**src/rtl/alu_exec.sv**
```systemverilog
// Execute-stage ALU with an optional iterative multiply/divide unit.
// Single-cycle ops answer in one cycle; M-ops take XLEN+1 cycles.
module alu_exec #(
  parameter int XLEN   = 32,
  parameter bit MDU_EN = 1'b1
) (
  input  logic            clk,
  input  logic            rst_n,
  input  logic            in_valid,
  output logic            in_ready,
  input  logic [1:0]      aluop,
  input  logic [2:0]      funct3,
  input  logic            funct7b5,
  input  logic            funct7b0,
  input  logic            opb5,
  input  logic [XLEN-1:0] a,
  input  logic [XLEN-1:0] b,
  output logic            out_valid,
  input  logic            out_ready,
  output logic [XLEN-1:0] result,
  output logic            zero,
  output logic            illegal
);

  localparam int SW = $clog2(XLEN);
  localparam int CW = SW + 1;

  typedef enum logic [1:0] {
    IDLE,
    CALC,
    HOLD
  } state_t;

  typedef enum logic [3:0] {
    OP_ADD,
    OP_SUB,
    OP_SLL,
    OP_SLT,
    OP_SLTU,
    OP_XOR,
    OP_SRL,
    OP_SRA,
    OP_OR,
    OP_AND,
    OP_MUL,
    OP_MULHU,
    OP_DIVU,
    OP_REMU,
    OP_ILL
  } op_t;

  state_t state, nxt;

  op_t dop, rop, mdop, op_q;
  logic mreq, is_mop, is_mul, take;

  logic [XLEN-1:0] alu_res;
  logic [SW-1:0]   shamt;

  logic [XLEN-1:0] hi, lo, opnd;
  logic [XLEN-1:0] hi_nx, lo_nx;
  logic [XLEN-1:0] m_add, m_res, rsub;
  logic [XLEN:0]   msum, dsh;
  logic            ge, div_q;
  logic [CW-1:0]   cnt;

  // Base-ISA decode for aluop 10
  always_comb begin
    rop = OP_ADD;
    unique case (funct3)
      3'b000: rop = (opb5 & funct7b5) ? OP_SUB : OP_ADD;
      3'b001: rop = OP_SLL;
      3'b010: rop = OP_SLT;
      3'b011: rop = OP_SLTU;
      3'b100: rop = OP_XOR;
      3'b101: rop = funct7b5 ? OP_SRA : OP_SRL;
      3'b110: rop = OP_OR;
      3'b111: rop = OP_AND;
    endcase
  end

  always_comb begin
    mdop = OP_ILL;
    if (MDU_EN) begin
      case (funct3)
        3'b000:  mdop = OP_MUL;
        3'b011:  mdop = OP_MULHU;
        3'b101:  mdop = OP_DIVU;
        3'b111:  mdop = OP_REMU;
        default: mdop = OP_ILL;
      endcase
    end
  end

  assign mreq = opb5 & funct7b0;

  always_comb begin
    dop = OP_ILL;
    unique case (1'b1)
      aluop == 2'b00:          dop = OP_ADD;
      aluop == 2'b01:          dop = OP_SUB;
      aluop == 2'b11:          dop = OP_SLT;
      (aluop == 2'b10) & mreq: dop = mdop;
      (aluop == 2'b10) & !mreq: dop = rop;
    endcase
  end

  assign is_mop = (dop == OP_MUL) | (dop == OP_MULHU)
                | (dop == OP_DIVU) | (dop == OP_REMU);
  assign is_mul = (dop == OP_MUL) | (dop == OP_MULHU);

  assign shamt = b[SW-1:0];

  always_comb begin
    alu_res = '0;
    unique case (dop)
      OP_ADD:  alu_res = a + b;
      OP_SUB:  alu_res = a - b;
      OP_SLL:  alu_res = a << shamt;
      OP_SLT:  alu_res = {{(XLEN-1){1'b0}},
                          $signed(a) < $signed(b)};
      OP_SLTU: alu_res = {{(XLEN-1){1'b0}}, a < b};
      OP_XOR:  alu_res = a ^ b;
      OP_SRL:  alu_res = a >> shamt;
      OP_SRA:  alu_res = $signed(a) >>> shamt;
      OP_OR:   alu_res = a | b;
      OP_AND:  alu_res = a & b;
      default: alu_res = '0;
    endcase
  end

  // Shift-add multiply: {hi,lo} shifts right, lo starts as b
  assign m_add = lo[0] ? opnd : '0;
  assign msum  = {1'b0, hi} + {1'b0, m_add};

  // Restoring divide: {hi,lo} shifts left, lo starts as a
  assign dsh   = {hi, lo[XLEN-1]};
  assign ge    = dsh >= {1'b0, opnd};
  assign rsub  = dsh[XLEN-1:0] - opnd;
  assign div_q = ge;

  always_comb begin
    hi_nx = msum[XLEN:1];
    lo_nx = {msum[0], lo[XLEN-1:1]};
    if ((op_q == OP_DIVU) | (op_q == OP_REMU)) begin
      hi_nx = ge ? rsub : dsh[XLEN-1:0];
      lo_nx = {lo[XLEN-2:0], div_q};
    end
  end

  always_comb begin
    m_res = lo;
    unique case (op_q)
      OP_MULHU: m_res = hi;
      OP_REMU:  m_res = hi;
      default:  m_res = lo;
    endcase
  end

  assign take = in_valid & in_ready;

  always_ff @(posedge clk or negedge rst_n) begin
    if (!rst_n) state <= IDLE;
    else        state <= nxt;
  end

  always_comb begin
    nxt = state;
    unique case (state)
      IDLE: if (take) nxt = is_mop ? CALC : HOLD;
      CALC: if (cnt == '0) nxt = HOLD;
      HOLD: begin
        if (out_ready) begin
          if (in_valid) nxt = is_mop ? CALC : HOLD;
          else          nxt = IDLE;
        end
      end
      default: nxt = IDLE;
    endcase
  end

  always_comb begin
    in_ready  = 1'b0;
    out_valid = 1'b0;
    unique case (state)
      IDLE: in_ready = 1'b1;
      HOLD: begin
        out_valid = 1'b1;
        in_ready  = out_ready;
      end
      default: ;
    endcase
  end

  always_ff @(posedge clk or negedge rst_n) begin
    if (!rst_n) begin
      result  <= '0;
      illegal <= 1'b0;
      cnt     <= '0;
      hi      <= '0;
      lo      <= '0;
      opnd    <= '0;
      op_q    <= OP_ADD;
    end else if (take) begin
      if (is_mop) begin
        op_q    <= dop;
        cnt     <= CW'(XLEN);
        hi      <= '0;
        lo      <= is_mul ? b : a;
        opnd    <= is_mul ? a : b;
        illegal <= 1'b0;
      end else begin
        result  <= alu_res;
        illegal <= (dop == OP_ILL);
      end
    end else if (state == CALC) begin
      if (cnt != '0) begin
        hi  <= hi_nx;
        lo  <= lo_nx;
        cnt <= cnt - 1'b1;
      end else begin
        result <= m_res;
      end
    end
  end

  assign zero = (result == '0);

endmodule
```
**config.mk**
```make
export PLATFORM = sky130hd
export DESIGN_NAME = alu_exec
export DESIGN_NICKNAME = d
export VERILOG_FILES = /design/src/rtl/alu_exec.sv
export SDC_FILE = /design/constraint.sdc
export NUM_CORES = 1
export LEC_CHECK = 0
export BUFFER_PORTS_ARGS = -buffer_cell sky130_fd_sc_hd__buf_2
export CAP_MARGIN = 40
export CORE_AREA = 2 2 212 151
export CTS_BUF_LIST = sky130_fd_sc_hd__clkbuf_4 sky130_fd_sc_hd__clkbuf_8
export DETAILED_ROUTE_END_ITERATION = 8
export DIE_AREA = 0 0 214 153
export HOLD_SLACK_MARGIN = 0.02
export PLACE_DENSITY_LB_ADDON = 0.08
export SYNTH_ARGS = -nofsm -noshare
export SYNTH_HDL_FRONTEND = slang
export SYNTH_SLANG_ARGS = --single-unit
```
**constraint.sdc**
```tcl
create_clock -name clk -period 4.8 [get_ports clk]
set_clock_uncertainty 0.1 [all_clocks]
set_input_delay 0.24 -clock clk [delete_from_list [all_inputs] [get_ports clk]]
set_output_delay 0.24 -clock clk [all_outputs]
set_load 0.05 [all_outputs]
```
==> summary.txt <==
Logic synthesis
  – Post-Synth Adder-Cell Area: 0.1075
  – Post-synthesis compound-gate area fraction: 0.3173
  – Synth Register Bits: 141
  – Most used DFF post-synth: dfrtp_1
  – Sequential area share after synthesis: 0.1790
  – Mapped Nets: 2,975
  – Main combinational cell family by area after synthesis: compound AO/OA/AOI/OAI gates
  – Yosys top cell area share: 0.1790
  – Synth area leader: dfrtp_1
  – Top post-synthesis cells by area: dfrtp_1 18%, ha_1 10%, a21oi_1 8.3%, nand2_1 6.6%, o21ai_0 6.4%
  – Simple-gate share of the synthesized area: 0.1944
  – Post-synth EDFFs: 0
  – Post-synthesis area per instance: 7.214 um^2
  – Mux contribution to synthesized area: 0.09847
  – Share of synthesized registers carrying an async set or reset: 1.000
  – Cell Area, Synth: 0.01971 mm^2
  – Mapped Cells: between 2,000 and 3,000
  – Post-synthesis xor/xnor area fraction: 0.03466
  – Synth warn: 0
  – Post-synth cell types: 95

Power and ir drop
  – Pwr/cell area: ~350 mW/mm^2
  – Internal power: 3.600 mW
  – Peak VDD IR: 0.3541 mV
  – Switching Share: 0.5133
  – Clock power share: 0.143
  – Psw: 3.797 mW
  – Sequential Power Share: 0.249
  – Combinational Power Share: 0.608
  – Cell leakage power: 9.082 nW

Route
  – DR iter-0 viols: about 3,900
  – Drt drc: 0
  – Total length of routed wires: 82,130 um
  – Via density: ~7.2
  – WL/cell: 25.92 um
  – DR vias: 22,902
  – DR pass1 iterations: 7
  – Routed Antenna Nets: 0

Global routing
  – Initial antenna violation count: 5
  – Pin count of the biggest net entering global routing: 88
  – First-pass GRT wire length: 122,600 um
  – Remaining Overflow, GRT: 0
  – Vias in the first global route: 20,491
  – All-Layer GR Usage: 0.4832

Critical path
  – Critical setup path kind: flip-flop to flip-flop
  – R2r endpoint: hi[27]
  – Flop-to-flop setup slack: 0.59 ns
  – CP max-delay cell: a31oi_1
  – Crit path depth: 13
  – Crit end category: flip-flop
  – Crit Path Max Fanout: 13
  – CP most frequent cell: o31ai_1
  – Crit path arrival time: about 4.5 ns
  – CP top delay family: compound AO/OA/AOI/OAI gates
  – Critical path cell sequence: and2_1 > ha_1 > fa_1 > a211oi_1 > o21ai_0 > a31oi_1 > o41ai_1 > o31ai_1 > buf_4 > o31ai_1 > a21oi_1 > xnor2_1 > a221o_1
  – Max stage delay on crit path: 0.58 ns
  – Worst path bufs/invs: 1
  – Element type at the critical path start: flip-flop
  – R2R Path Start: lo[0]
  – Required time of the critical path: 5.09 ns
  – Worst reg-to-reg path cell count: 13

Timing
  – Final hold vios: 0
  – Final min period: 4.209 ns
  – RSZ-0062 raised after global routing: false
  – Slew @ Worst Pin: 1.004 ns
  – Setup_tns: 0 ns
  – Slew Limit Fails: 0
  – Hold Slack: between 0.04 and 0.05 ns
  – Final worst-path cycle share: 0.8768
  – Slew headroom: 0.3294
  – Final setup viols: 0
  – Peak Freq: 237.6 MHz

Worst hold path
  – Hold path depth: 3
  – Min-Delay Path Class: input port to flip-flop
  – Worst hold endpoint: opnd[7]
  – Hold_sp: b[7]

Cells and area
  – Fillers: 2,691
  – Share of cells above drive strength 1: 0.1046
  – Commonest non-fill, non-tap cell in the layout: nand2_1
  – Nets: 2,976
  – Final core occ: 0.6835
  – Synth-to-layout area growth: 6.615%
  – Most frequent cells in the layout: 347 x nand2_1, 326 x a21oi_1, 251 x o21ai_0

Floorplan
  – IO Count: 112
  – Starting Density: 0.6411
  – Die Area: 0.03274 mm^2
  – DIE HEIGHT: between 150 and 200 um
  – Rows: 54
  – Die boundary width: around 210 um
  – Core area: between 0.03 and 0.04 mm^2

Clock tree
  – Total setup buffers inserted after CTS: 0
  – Total CTS buffers: 17
  – Root Buffer: clkbuf_8
  – CTS tree: built
  – Longest Clk Path Bufs: 2
  – TritonCTS Sinks: ~140
  – Clock transition at the registers of the reported paths: approximately 0.10 ns
  – Worst-Skew Late Latency: 0.50 ns
  – H-tree Lvls: 4

Placed design
  – Buffers on Ports: 111
  – GP Congestion: 1.144
  – Post-detail-place hpwl: ~63,000 um

Run
  – Max-cap violations: 0

Run status
  – Outcome: finished clean
## worst max-delay path by stage
stage	startpoint	endpoint	slack (ns)
floorplan	b[2]	result[24]	0.97
global placement	b[0]	result[0]	0.98
detailed placement	b[0]	result[0]	0.82
CTS	lo[0]	hi[27]	0.76
global route	lo[0]	hi[27]	0.47
finish	lo[0]	hi[27]	0.59
## timing repair
| item | 4_1_cts | 5_1_grt |
|---|---|---|
| endpoints found under the hold margin | 118 | 0 |
| resized for setup | 0 | 0 |
| hold buffers | 6 | 0 |
## layout make-up
cell class | instances | area, um^2 | share of cell area
well taps | 420 | 525.5 | 0.02501
flip-flops and latches | 141 | 3528 | 0.1679
multi-input cells | 2252 | 14910 | 0.7094
diodes | 3 | 7.507 | 0.0003573
repair buffers | 174 | 1086 | 0.05169
clock inverters | 11 | 131.4 | 0.006253
inverters | 147 | 551.8 | 0.02626
clock buffers | 20 | 275.3 | 0.01310
## power by group through the flow
stage               logic [mW]  registers, mW  clock network [mW]
floorplan                 3.02           1.87                   0
global placement          4.14           1.82                   0
detailed placement        4.27           1.83                   0
CTS                       4.32           1.81                1.05
global route              4.82           1.86                1.10
finish                    4.50           1.84                1.06
## kinds of logic (layout without fill, tap and decap cells)
group | Yosys count | count (layout)
adders and majority gates | 167 | 167
AOI/OAI and AO/OA | 1008 | 1008
DFF | 141 | 141
and+or+nand+nor | 847 | 847
other | 0 | 3
xor gates and xnor gates | 78 | 78
muxes | 152 | 152
buffers and inverters | 339 | 352
## Yosys cell counts, types with 18 or more instances
library cell and n:
a211oi_1 70, a21o_1 53, a21oi_1 326, a22oi_1 18
a31oi_1 21, and2_1 45, and3_1 19, buf_2 42
clkbuf_1 133, dfrtp_1 141, ha_1 163, inv_1 142
mux2i_1 105, mux4_2 32, nand2_1 347, nand2b_1 21
nand3_1 41, nor2_1 222, nor2b_1 20, nor3_1 56
nor4_1 18, o211ai_1 31, o21ai_0 251, o21ai_1 47
o21bai_1 18, xnor2_1 50, xor2_1 28
## state kept, by name, indices dropped and copies added (netlist names)
name / flops
cnt: 6
hi: 32
illegal: 1
lo: 32
op_q: 4
opnd: 32
result: 32
state: 2
## per-layer routing
| metal | track usage | wire, um |
|---|---|---|
| met1 | 0.6794 | 32050 |
| met2 | 0.6715 | 32260 |
| met3 | 0.1646 | 13430 |
| met4 | 0.2021 | 4351 |
| met5 | 0 | 41 |
## worst min-delay path, cell delays in order
cell and delay, ns:
buf_2 0.12, mux2i_1 0.11, o21ai_0 0.15
## stage by stage
step                      cell area, um^2  std cells  total power [mW]  setup WS [ns]
final                               21010       3168             7.397         0.5912
after global placement              20450       3121             5.962         0.9827
after CTS                           20980       3162             7.184         0.7583
after global routing                21010       3168             7.782         0.4652
after floorplan                     19710       2732             4.892         0.9675
after detailed placement            20510       3125             6.108         0.8193
Power figures use the tool's default switching activity.
